## src/rtl/pc_seq_pkg.sv

```systemverilog
// Shared types and widths for the program-counter sequencer.
package pc_seq_pkg;

    localparam int unsigned LUT_IDX_W = 5;

    typedef enum logic [1:0] {
        IDLE = 2'd0,
        RUN  = 2'd1,
        HALT = 2'd2
    } pc_state_t;

endpackage

```

## src/rtl/pc_sat_counter.sv

```systemverilog
// Saturating up-counter with synchronous clear; clear has priority over inc.
module pc_sat_counter #(
    parameter int unsigned CNT_W = 16
) (
    input  logic             clk,
    input  logic             reset,
    input  logic             clear,
    input  logic             inc,
    output logic [CNT_W-1:0] count
);

    localparam logic [CNT_W-1:0] CNT_MAX = '1;

    // Count up until all-ones, then hold.
    always_ff @(posedge clk) begin
        if (reset || clear) begin
            count <= '0;
        end else if (inc && (count != CNT_MAX)) begin
            count <= count + CNT_W'(1);
        end
    end

endmodule

```

## src/rtl/pc_sequencer.sv

```systemverilog
// Fetch-stage PC sequencer: IDLE/RUN/HALT control, LUT-relative branches,
// stall hold and a saturating run-cycle counter.
// Optional build macro PC_LINK_EN adds a 1-entry link register for ret.
module pc_sequencer
    import pc_seq_pkg::*;
#(
    parameter int unsigned D        = 12,
    parameter int unsigned START_PC = 0,
    parameter int unsigned CNT_W    = 16
) (
    input  logic                 clk,
    input  logic                 reset,
    input  logic                 start,
    input  logic                 stall,
    input  logic                 halt_req,
    input  logic                 branch,
    input  logic                 taken,
    input  logic [LUT_IDX_W-1:0] lut_idx,
    output logic [LUT_IDX_W-1:0] lut_addr,
    input  logic [D-1:0]         lut_target,
    input  logic                 link,
    input  logic                 ret,
    output logic [D-1:0]         prog_ctr,
    output logic                 fetch_en,
    output logic                 done,
    output logic [CNT_W-1:0]     run_cycles
);

    pc_state_t      state_q, state_d;
    logic [D-1:0]   pc_d;
    logic           cnt_clear;
    logic           cnt_inc;

`ifdef PC_LINK_EN
    logic [D-1:0]   link_q, link_d;
`else
    logic           unused_link_ports;
    assign unused_link_ports = link ^ ret;
`endif

    // The LUT is external and unregistered; its target must settle within the cycle.
    assign lut_addr = lut_idx;

    // State, PC and done registers.
    always_ff @(posedge clk) begin
        if (reset) begin
            state_q  <= IDLE;
            prog_ctr <= '0;
            done     <= 1'b0;
        end else begin
            state_q  <= state_d;
            prog_ctr <= pc_d;
            done     <= (state_d == HALT);
        end
    end

`ifdef PC_LINK_EN
    // Link register holds the return address of the last branch-and-link.
    always_ff @(posedge clk) begin
        if (reset) begin
            link_q <= '0;
        end else begin
            link_q <= link_d;
        end
    end
`endif

    // Next-state, next-PC and counter control; lut_target is two's complement,
    // so a plain D-bit add gives wrapping relative branches in both directions.
    always_comb begin
        state_d   = state_q;
        pc_d      = prog_ctr;
        cnt_clear = 1'b0;
        cnt_inc   = 1'b0;
        fetch_en  = 1'b0;
`ifdef PC_LINK_EN
        link_d    = link_q;
`endif
        case (state_q)
            IDLE, HALT: begin
                if (start) begin
                    state_d   = RUN;
                    pc_d      = D'(START_PC);
                    cnt_clear = 1'b1;
                end
            end
            RUN: begin
                cnt_inc = 1'b1;
                if (!stall) begin
                    fetch_en = 1'b1;
                    if (halt_req) begin
                        state_d = HALT;
`ifdef PC_LINK_EN
                    end else if (ret) begin
                        pc_d = link_q;
`endif
                    end else if (branch && taken) begin
                        pc_d = D'(prog_ctr + lut_target);
`ifdef PC_LINK_EN
                        if (link) begin
                            link_d = D'(prog_ctr + D'(1));
                        end
`endif
                    end else begin
                        pc_d = D'(prog_ctr + D'(1));
                    end
                end
            end
            default: begin
                state_d = IDLE;
            end
        endcase
    end

    // Cycles spent in RUN, cleared on each start.
    pc_sat_counter #(
        .CNT_W (CNT_W)
    ) u_run_cnt (
        .clk   (clk),
        .reset (reset),
        .clear (cnt_clear),
        .inc   (cnt_inc),
        .count (run_cycles)
    );

endmodule
```

## config.mk

```make
export PLATFORM = sky130hd
export DESIGN_NAME = pc_sequencer
export DESIGN_NICKNAME = d
export VERILOG_FILES = /design/src/rtl/pc_seq_pkg.sv /design/src/rtl/pc_sat_counter.sv /design/src/rtl/pc_sequencer.sv
export SDC_FILE = /design/constraint.sdc
export NUM_CORES = 1
export LEC_CHECK = 0
export CAP_MARGIN = 20
export CELL_PAD_IN_SITES_DETAIL_PLACEMENT = 0
export CELL_PAD_IN_SITES_GLOBAL_PLACEMENT = 1
export CORE_ASPECT_RATIO = 1.2
export CORE_MARGIN = 1
export CORE_UTILIZATION = 36
export CTS_CLUSTER_SIZE = 40
export DETAILED_ROUTE_END_ITERATION = 10
export GPL_TIMING_DRIVEN = 0
export PLACE_DENSITY = 0.93
export SLEW_MARGIN = 20
export SYNTH_ARGS = -nofsm -noshare
export SYNTH_HDL_FRONTEND = slang
export SYNTH_SLANG_ARGS = --single-unit
```

## constraint.sdc

```tcl
create_clock -name clk -period 7.04 [get_ports clk]
set_clock_uncertainty 0.15 [all_clocks]
set_input_delay 1.76 -clock clk [delete_from_list [all_inputs] [get_ports clk]]
set_output_delay 1.76 -clock clk [all_outputs]
set_load 0.05 [all_outputs]
```

==> results of run 1 <==
==> worst max-delay path by stage <==
stage | end | start
after floorplan | fetch_en | stall
after global placement | fetch_en | stall
after detailed placement | fetch_en | stall
after CTS | fetch_en | stall
after global routing | fetch_en | stall
final | fetch_en | stall
==> worst register-to-register path, stage by stage (launching register included) <==
cell and delay (ps):
dfxtp_1 330, ha_1 240, fa_1 400, a21o_1 220
a211o_1 330, a311oi_1 320, xnor2_1 110, a22o_1 210
==> power groups by stage <==
| stage | Sequential, W | Clock [W] | Combinational (W) |
|---|---|---|---|
| after detailed placement | 0.000183 | 0 | 0.0000560 |
| after CTS | 0.000179 | 0.000160 | 0.0000561 |
| after global routing | 0.000179 | 0.000167 | 0.0000608 |
| final | 0.000179 | 0.000154 | 0.0000558 |
| after floorplan | 0.000187 | 0 | 0.0000297 |
| after global placement | 0.000183 | 0 | 0.0000556 |
==> kinds of logic (layout without fill, tap and decap cells) <==
kind of cell,Yosys count,after routing,share of synthesized area
multiplexers,2,2,0.0113
buffers and inverters,14,75,0.0406
AO/OA/AOI/OAI,46,46,0.170
adder cells (fa/ha/maj),13,13,0.0905
flip-flops,31,31,0.330
XOR/XNOR,19,19,0.0885
AND/OR/NAND/NOR,94,94,0.269
==> routing by layer <==
metal  wire, um  GRT usage  vias to the layer above
met5          0          0                        -
met4         71     0.0792                        0
met3        214     0.0337                        7
met2       1990      0.284                       59
met1       2010      0.209                      813
li1           -          -                      911
==> sequential cells by signal, indices dropped and copies added (netlist names) <==
name	flops
done	1
prog_ctr	12
state_q	2
u_run_cnt.count	16
==> layout make-up <==
cell class	count	area, um2
tap	60	75.1
timing repair buffer	53	531
buffer	12	68.8
sequential	31	621
inverter	2	7.51
fill	499	2390
multi-input combinational	174	1180
clock buffer	8	100
==> metrics by stage <==
step | hold WS [ps] | worst slack (ps) | cell area (um2) | instances | util
6_report | 352 | 2000 | 2590 | 340 | 0.520
5_1_grt | 377 | 1950 | 2590 | 340 | 0.520
4_1_cts | 352 | 1980 | 2590 | 340 | 0.520
3_5_place_dp | 338 | 1990 | 2490 | 332 | 0.500
3_3_place_gp | 334 | 1990 | 2490 | 332 | 0.500
2_1_floorplan | 449 | 2720 | 1880 | 219 | -
==> placed cells by master (no fill, tap or decap), drive strengths merged, types with 8 or more instances in the layout <==
| cell | n |
|---|---|
| xor2 | 11 |
| clkdlybuf4s50 | 53 |
| nand3 | 13 |
| clkbuf | 13 |
| nor2 | 21 |
| dfxtp | 31 |
| and3 | 14 |
| ha | 12 |
| xnor2 | 8 |
| a21oi | 11 |
| nand2 | 14 |
==> impl_metrics.toml, run 1 <==
[cts]
cts_buffer_depth = 2
cts_tree = "built"
cts_buffers = 5
cts-htree-levels = 2
cts-root-buf = "clkbuf_8"
post_cts_buffers = 0
post_cts_resized = 0
postCtsHoldBufs = 0
cts_sinks = 31
clk_pin_slew_worst_paths_ps = 60
insertion_delay_ps = 280

[synthesis]
synthArstFlopShare = 0
synth_area_leader_cell = "dfxtp_1"
synth_seq_cells = 31
ys_warn_count = 0
synth_edf_count = 0
seq_area_frac_synth = 0.330
syn_area_per_cell_um2 = 8.59
ys_types = 44
synth_top_area_frac = 0.330
yosysMostFrequentCell = "dfxtp_1"
synthesis.nets = 258
syn_area_mm2 = 0.00188
synth_area_leaders = "dfxtp_1 (33%), ha_1 (8.0%), xor2_1 (5.1%)"
synthTopCellsByCount = "dfxtp_1 (31), nor2_1 (20), and3_1 (14), nand2_1 (14), nand3_1 (13)"
syn_inst = 219
synth_ff_type = "dfxtp_1"

[floorplanning]
start_util = 0.378
io_pins = 61
die_h_um = 81.2
die_w_um = 68.0
fp.dieArea_mm2 = 0.00552
coreArea_mm2 = 0.00497
row_count = 28

[layout]
area_growth_pct = 37.5
drive_gt1_frac = 0.0714
nets = 318
num_antenna_cells = 0

[routing]
drc = 0
antenna_left = 0
drt_iter0_drc = 40
num_vias = 1790
vias_per_cell = 5.26
drt_pass1_iterations = 4
wire_per_inst_um = 12.6
wirelength_um = 4280

[setup_path]
cp-start-kind = "input pin"
worstPathRequired_ps = 5130
rrSetupSlack_ps = 4640
cp_top_family = "buffers and inverters"
critPathKind = "input pin to output port"
cp_common_cell = "clkdlybuf4s50_1"
crit_arrival_ps = 3130
critPathSlowestCell = "clkdlybuf4s50_1"
timing.rr.start = "prog_ctr[0]$_SDFFE_PP0P_"
cpPeakStageDelay_ps = 800
cp.depth = 3
r2r_cells = 7
worst-path-buf-inv = 2
worstPathCellList = "clkdlybuf4s50_1 > nor2_1 > clkdlybuf4s50_1"
crit_fanout = 4
crit_path_end_kind = "output port"
r2r-end = "prog_ctr[8]$_SDFFE_PP0P_"

[power_and_ir_drop]
p_leak_nw = 1.04
power_switching_w = 0.0000972
power_frac_clock = 0.395
power_density_mw_per_mm2 = 150
p_comb_frac = 0.144
switching_share = 0.250
sequentialPowerShare = 0.461
p_int_w = 0.000291
fin_total_pwr_w = 0.000388
peakVddDrop_uv = 90.1

[timing]
post-route-period-util = 0.716
rsz0062_at_grt = "no"
finalMaxSlewViolations = 0
worst_slew_pin_slew_ps = 594
finalHoldViolations = 0
fin_setup_tns_ps = 0
fmax_ghz = 0.198
setup_viol_count_final = 0
slew-limit-headroom = 0.603
min_period_ps = 5040

[run]
maxCapViolCount = 0

[hold_path]
holdCritStartpoint = "prog_ctr[0]$_SDFFE_PP0P_"
hold_path_depth = 2
min_path_type = "flip-flop to flip-flop"
whs_endpoint = "prog_ctr[0]$_SDFFE_PP0P_"

[global_route]
antenna_found_initial = 0
gr-total-overflow = 0
grt_max_degree = 11
grt_pass1_vias = 1666
grt_usage = 0.172
grt_pass1_wl_um = 7220

[placement]
gp_congestion = 0.849
detailed_place_hpwl_um = 3280
port_buffers = 53

[run_status]
outcome = "finished clean"
Note: power is estimated with default switching activity, not from simulation.
==> run 2: changes to the inputs <==
- CORE_UTILIZATION: 36 -> 33
- PLACE_DENSITY: 0.93 -> 0.87
- clock period: 7.04 -> 5 ns (I/O delays scaled with it)
==> run 2 against run 1 <==
  * Worst setup slack got worse by 1000 ps
  * Sequential power up 41%
  * Sequential share of layout area decreased by 0.18 points
  * Largest power group is now the clock network
  * First-iteration DRC count is 43% higher
  * Critical path type unchanged
  * Flip-flop and latch count unchanged
  * Critical path depth unchanged
  * Power up 52%
  * Worst hold slack gained 2.3 ps
  * Highest routed layer unchanged
  * Register-to-register slack worse by 2000 ps
  * Design area up 0.77%
==> impl_metrics.toml, run 2 (same netlist as run 1, synthesis figures left out) <==
[run_status]
outcome = "finished clean"

[layout]
largest_reg_flops = 16
num-fill-cells = 534
fin_area_mm2 = 0.00261
layout_common_cells = "clkdlybuf4s50_1 (53), dfxtp_1 (31), nor2_1 (20)"
top_regs = "u_run_cnt.count x16, prog_ctr x12, state_q x2"
nets = 318
max_flop_register = "u_run_cnt.count"
area_growth_pct = 38.6
drive_gt1_frac = 0.0750
num_antenna_cells = 0
final_common_cell = "clkdlybuf4s50_1"

[cts]
insertion_delay_ps = 280
post_cts_resized = 0
cts_sinks = 31
clk_pin_slew_worst_paths_ps = 80
post_cts_buffers = 0
cts_buffer_depth = 2
cts-root-buf = "clkbuf_8"
postCtsHoldBufs = 0
cts_tree = "built"
cts-htree-levels = 2
cts_buffers = 5

[routing]
antenna_left = 0
vias_per_cell = 5.10
wirelength_um = 4370
num_vias = 1743
drt_pass1_iterations = 6
drt_iter0_drc = 57
drc = 0
wire_per_inst_um = 12.8

[timing]
worst_slew_pin_slew_ps = 565
setup_viol_count_final = 0
fmax_ghz = 0.249
finalHoldViolations = 0
finalMaxSlewViolations = 0
post-route-period-util = 0.804
hold_ws_ps = 354
fin_setup_tns_ps = 0
min_period_ps = 4020
slew-limit-headroom = 0.620
rsz0062_at_grt = "no"

[setup_path]
cpPeakStageDelay_ps = 800
critPathKind = "input pin to output port"
crit_fanout = 4
worstPathRequired_ps = 3600
r2r-end = "prog_ctr[8]$_SDFFE_PP0P_"
cp_common_cell = "clkdlybuf4s50_1"
critPathSlowestCell = "clkdlybuf4s50_1"
r2r_cells = 7
worstPathCellList = "clkdlybuf4s50_1 > nor2_1 > clkdlybuf4s50_1"
cp-start-kind = "input pin"
crit_arrival_ps = 2620
timing.rr.start = "prog_ctr[0]$_SDFFE_PP0P_"
crit_path_end_kind = "output port"
rrSetupSlack_ps = 2600

[run]
maxCapViolCount = 0

[floorplanning]
die_w_um = 70.9
die_h_um = 84.7
row_count = 29
io_pins = 61
fp.dieArea_mm2 = 0.00601
coreArea_mm2 = 0.00537
start_util = 0.350

[power_and_ir_drop]
power_density_mw_per_mm2 = 226
fin_total_pwr_w = 0.000590
p_leak_nw = 1.05
peakVddDrop_uv = 94.0

[global_route]
gr-total-overflow = 0
grt_usage = 0.152
met1_usage = 0.188
gr-max-usage-layer = "met2"
grt_use_met3 = 0.0336
grt_pass1_vias = 1649
use_met2 = 0.260
grt_pass1_wl_um = 7360
antenna_found_initial = 0
grt_max_degree = 11

[placement]
port_buffers = 53
placed_area_mm2 = 0.00249
gp_congestion = 0.827
detailed_place_hpwl_um = 3290

[hold_path]
whs_endpoint = "prog_ctr[0]$_SDFFE_PP0P_"
hold_path_depth = 2
holdCritStartpoint = "prog_ctr[0]$_SDFFE_PP0P_"
min_path_type = "flip-flop to flip-flop"
==> run 2: worst max-delay path by stage <==
stage                      start                         to  cells after the start
after global routing       taken  prog_ctr[10]$_SDFFE_PP0P_                     11
after detailed placement  branch  prog_ctr[10]$_SDFFE_PP0P_                     11
final                      stall                   fetch_en                      3
after floorplan           branch  prog_ctr[10]$_SDFFE_PP0P_                     10
after CTS                  stall                   fetch_en                      3
after global placement    branch  prog_ctr[10]$_SDFFE_PP0P_                     11
==> run 2: worst max-delay path, delay by kind of cell <==
kind	cells	cell delay, ps
buffers and inverters	2	1250
and+or+nand+nor	1	120
==> run 2: layout make-up <==
type,count,area (um2),share of cell area
clock inverter,2,35.0,0.0134
timing repair buffer,53,531,0.204
sequential,31,621,0.238
clock buffer,6,82.6,0.0317
tap,62,77.6,0.0298
buffer,12,68.8,0.0264
multi-input combinational,174,1180,0.454
inverter,2,7.51,0.00288
==> run 2: metal layers <==
layer	up-vias	share of wire
met2	49	0.47
li1	909	-
met3	6	0.041
met4	0	0.013
met1	779	0.47
met5	-	0
==> run 2: metrics by stage <==
step           utilization  worst slack (ps)  std cells
3_5_place_dp         0.463               737        334
2_1_floorplan            -              1570        219
3_3_place_gp         0.463               734        334
5_1_grt              0.485               844        342
4_1_cts              0.485               966        342
6_report             0.485               981        342
==> run 2: power breakdown <==
part	internal [W]	switching [W]
combinational	0.0000349	0.0000436
clock	0.000161	0.0000983
sequential	0.000249	0.00000270
==> run 3: changes to the inputs <==
- clock period: 5 -> 3.7 ns (I/O delays scaled with it)
==> run 3 against run 2 <==
  * Sequential power is 35% higher
  * Die area unchanged
  * Global-route usage stayed put
  * Core utilization hardly changed
  * Clock-buffer cell count stayed put
  * Flip-flop and latch count unchanged
  * Critical path type is now input pin to flip-flop
  * Critical endpoint is now prog_ctr[8]$_SDFFE_PP0P_
  * Largest cell class unchanged
  * Largest power group unchanged
==> impl_metrics.toml, run 3 (same netlist as run 1, synthesis figures left out) <==
[power_and_ir_drop]
peakVddDrop_uv = 127
sequentialPowerShare = 0.427
switching_share = 0.245
power_switching_w = 0.000195
power_density_mw_per_mm2 = 306
p_leak_nw = 1.05
fin_total_pwr_w = 0.000798
power_frac_clock = 0.440
p_comb_frac = 0.133
p_int_w = 0.000603

[placement]
gp_congestion = 0.827
dp_cells = 334
post-place-ws_ps = -238
detailed_place_hpwl_um = 3290
port_buffers = 53

[timing]
setup_viol_count_final = 0
fmax_ghz = 0.286
worst_slew_pin_slew_ps = 565
finalMaxSlewViolations = 0
layout_setup_ws_ps = 204
post-route-period-util = 0.945
min_period_ps = 3500
finalHoldViolations = 0
rsz0062_at_grt = "no"
hold_ws_ps = 354
slew-limit-headroom = 0.620

[run_status]
outcome = "finished clean"

[global_route]
grt_pass1_vias = 1649
antenna_found_initial = 0
gr-total-overflow = 0
grt_usage = 0.152
grt_max_degree = 11
grt_pass1_wl_um = 7360

[layout]
nets = 318
num-fill-cells = 533
layout_common_cells = "clkdlybuf4s50_1 (53), dfxtp_1 (31), nor2_1 (20)"
top_regs = "u_run_cnt.count x16, prog_ctr x12, state_q x2"
final_common_cell = "clkdlybuf4s50_1"
layout.cells.non_filler = 342
multi_input_area_mm2 = 0.00118
largest_reg_flops = 16
area_growth_pct = 38.7
max_flop_register = "u_run_cnt.count"
seq_area_um2 = 621
drive_gt1_frac = 0.0821
num_antenna_cells = 0

[floorplanning]
die_h_um = 84.7
start_util = 0.350
coreArea_mm2 = 0.00537
row_count = 29
die_w_um = 70.9
io_pins = 61
fp.dieArea_mm2 = 0.00601

[setup_path]
r2r_cells = 7
r2r-end = "prog_ctr[8]$_SDFFE_PP0P_"
rrSetupSlack_ps = 1310
endpoint = "prog_ctr[8]$_SDFFE_PP0P_"
worstPathRequired_ps = 3720
crit_arrival_ps = 3520
cp-start-kind = "input pin"
timing.rr.start = "prog_ctr[0]$_SDFFE_PP0P_"
critPathKind = "input pin to flip-flop"
crit_fanout = 10
crit_path_end_kind = "flip-flop"
crit_start = "branch"

[cts]
post_cts_buffers = 0
cts_buffers = 5
clk_pin_slew_worst_paths_ps = 80
cts_tree = "built"
insertion_delay_ps = 280
cts_buffer_depth = 2
cts-root-buf = "clkbuf_8"
cts-htree-levels = 2
cts_sinks = 31

[routing]
vias_per_cell = 5.11
wire_per_inst_um = 12.7
drt_iter0_drc = 61
antenna_left = 0
drt_pass1_iterations = 6
num_vias = 1746
wirelength_um = 4360
drc = 0

[run]
maxCapViolCount = 0

[hold_path]
min_path_type = "flip-flop to flip-flop"
-- run 3: cell counts in the layout (fill, tap and decap cells not counted) --
No cell type changed its count.
-- run 3: worst min path at each step --
stage / from / to / slack [ps] / depth (start not counted)
2_1_floorplan: state_q[0]$_SDFF_PP0_ / state_q[0]$_SDFF_PP0_ / 450 / 3
4_1_cts: prog_ctr[0]$_SDFFE_PP0P_ / prog_ctr[0]$_SDFFE_PP0P_ / 350 / 2
6_report: prog_ctr[0]$_SDFFE_PP0P_ / prog_ctr[0]$_SDFFE_PP0P_ / 350 / 2
3_3_place_gp: prog_ctr[0]$_SDFFE_PP0P_ / prog_ctr[0]$_SDFFE_PP0P_ / 330 / 2
3_5_place_dp: prog_ctr[0]$_SDFFE_PP0P_ / prog_ctr[0]$_SDFFE_PP0P_ / 330 / 2
5_1_grt: u_run_cnt.count[13]$_SDFFE_PP0P_ / u_run_cnt.count[13]$_SDFFE_PP0P_ / 400 / 2
-- run 3: per-layer routing --
| layer | GRT usage | share of wire | vias to the layer above |
|---|---|---|---|
| met3 | 0.0336 | 0.042 | 6 |
| met1 | 0.188 | 0.47 | 780 |
| met4 | 0.0545 | 0.013 | 0 |
| met5 | 0 | 0 | - |
| met2 | 0.260 | 0.48 | 51 |
| li1 | - | - | 909 |
-- run 3: layout make-up --
class / count / area share
Multi-Input combinational cell: 174 / 0.454
Sequential cell: 31 / 0.238
Timing Repair Buffer: 53 / 0.203
Clock buffer: 6 / 0.0317
Tap cell: 62 / 0.0297
Buffer: 12 / 0.0273
Clock inverter: 2 / 0.0134
Inverter: 2 / 0.00288
-- run 3: what timing repair did --
| item | in CTS | in global routing |
|---|---|---|
| hold buffers | 0 | 0 |
| setup endpoints to repair | 0 | 3 |
| resized for setup | 0 | 4 |
-- run 3: through the flow --
| stage | cell area (um2) | utilization | setup TNS (ps) |
|---|---|---|---|
| 2_1_floorplan | 1880 | - | 0 |
| 3_3_place_gp | 2490 | 0.463 | -626 |
| 3_5_place_dp | 2490 | 0.463 | -590 |
| 4_1_cts | 2610 | 0.485 | 0 |
| 5_1_grt | 2610 | 0.486 | 0 |
| 6_report | 2610 | 0.486 | 0 |
-- run 3: worst max-delay path: stages --
cell and delay [ps]:
clkdlybuf4s50_1 490, clkbuf_2 200, nand3b_1 110, ha_1 230
fa_1 410, a21o_1 210, a211o_1 330, a311oi_1 280
xnor2_1 120, a22o_1 210
-- run 3: power by group through the flow --
stage                     registers (W)  logic [W]  clock network, W
final                          0.000341   0.000106          0.000351
after global routing           0.000341   0.000115          0.000378
after CTS                      0.000341   0.000107          0.000362
after detailed placement       0.000348   0.000107                 0
after global placement         0.000348   0.000107                 0
after floorplan                0.000356  0.0000565                 0
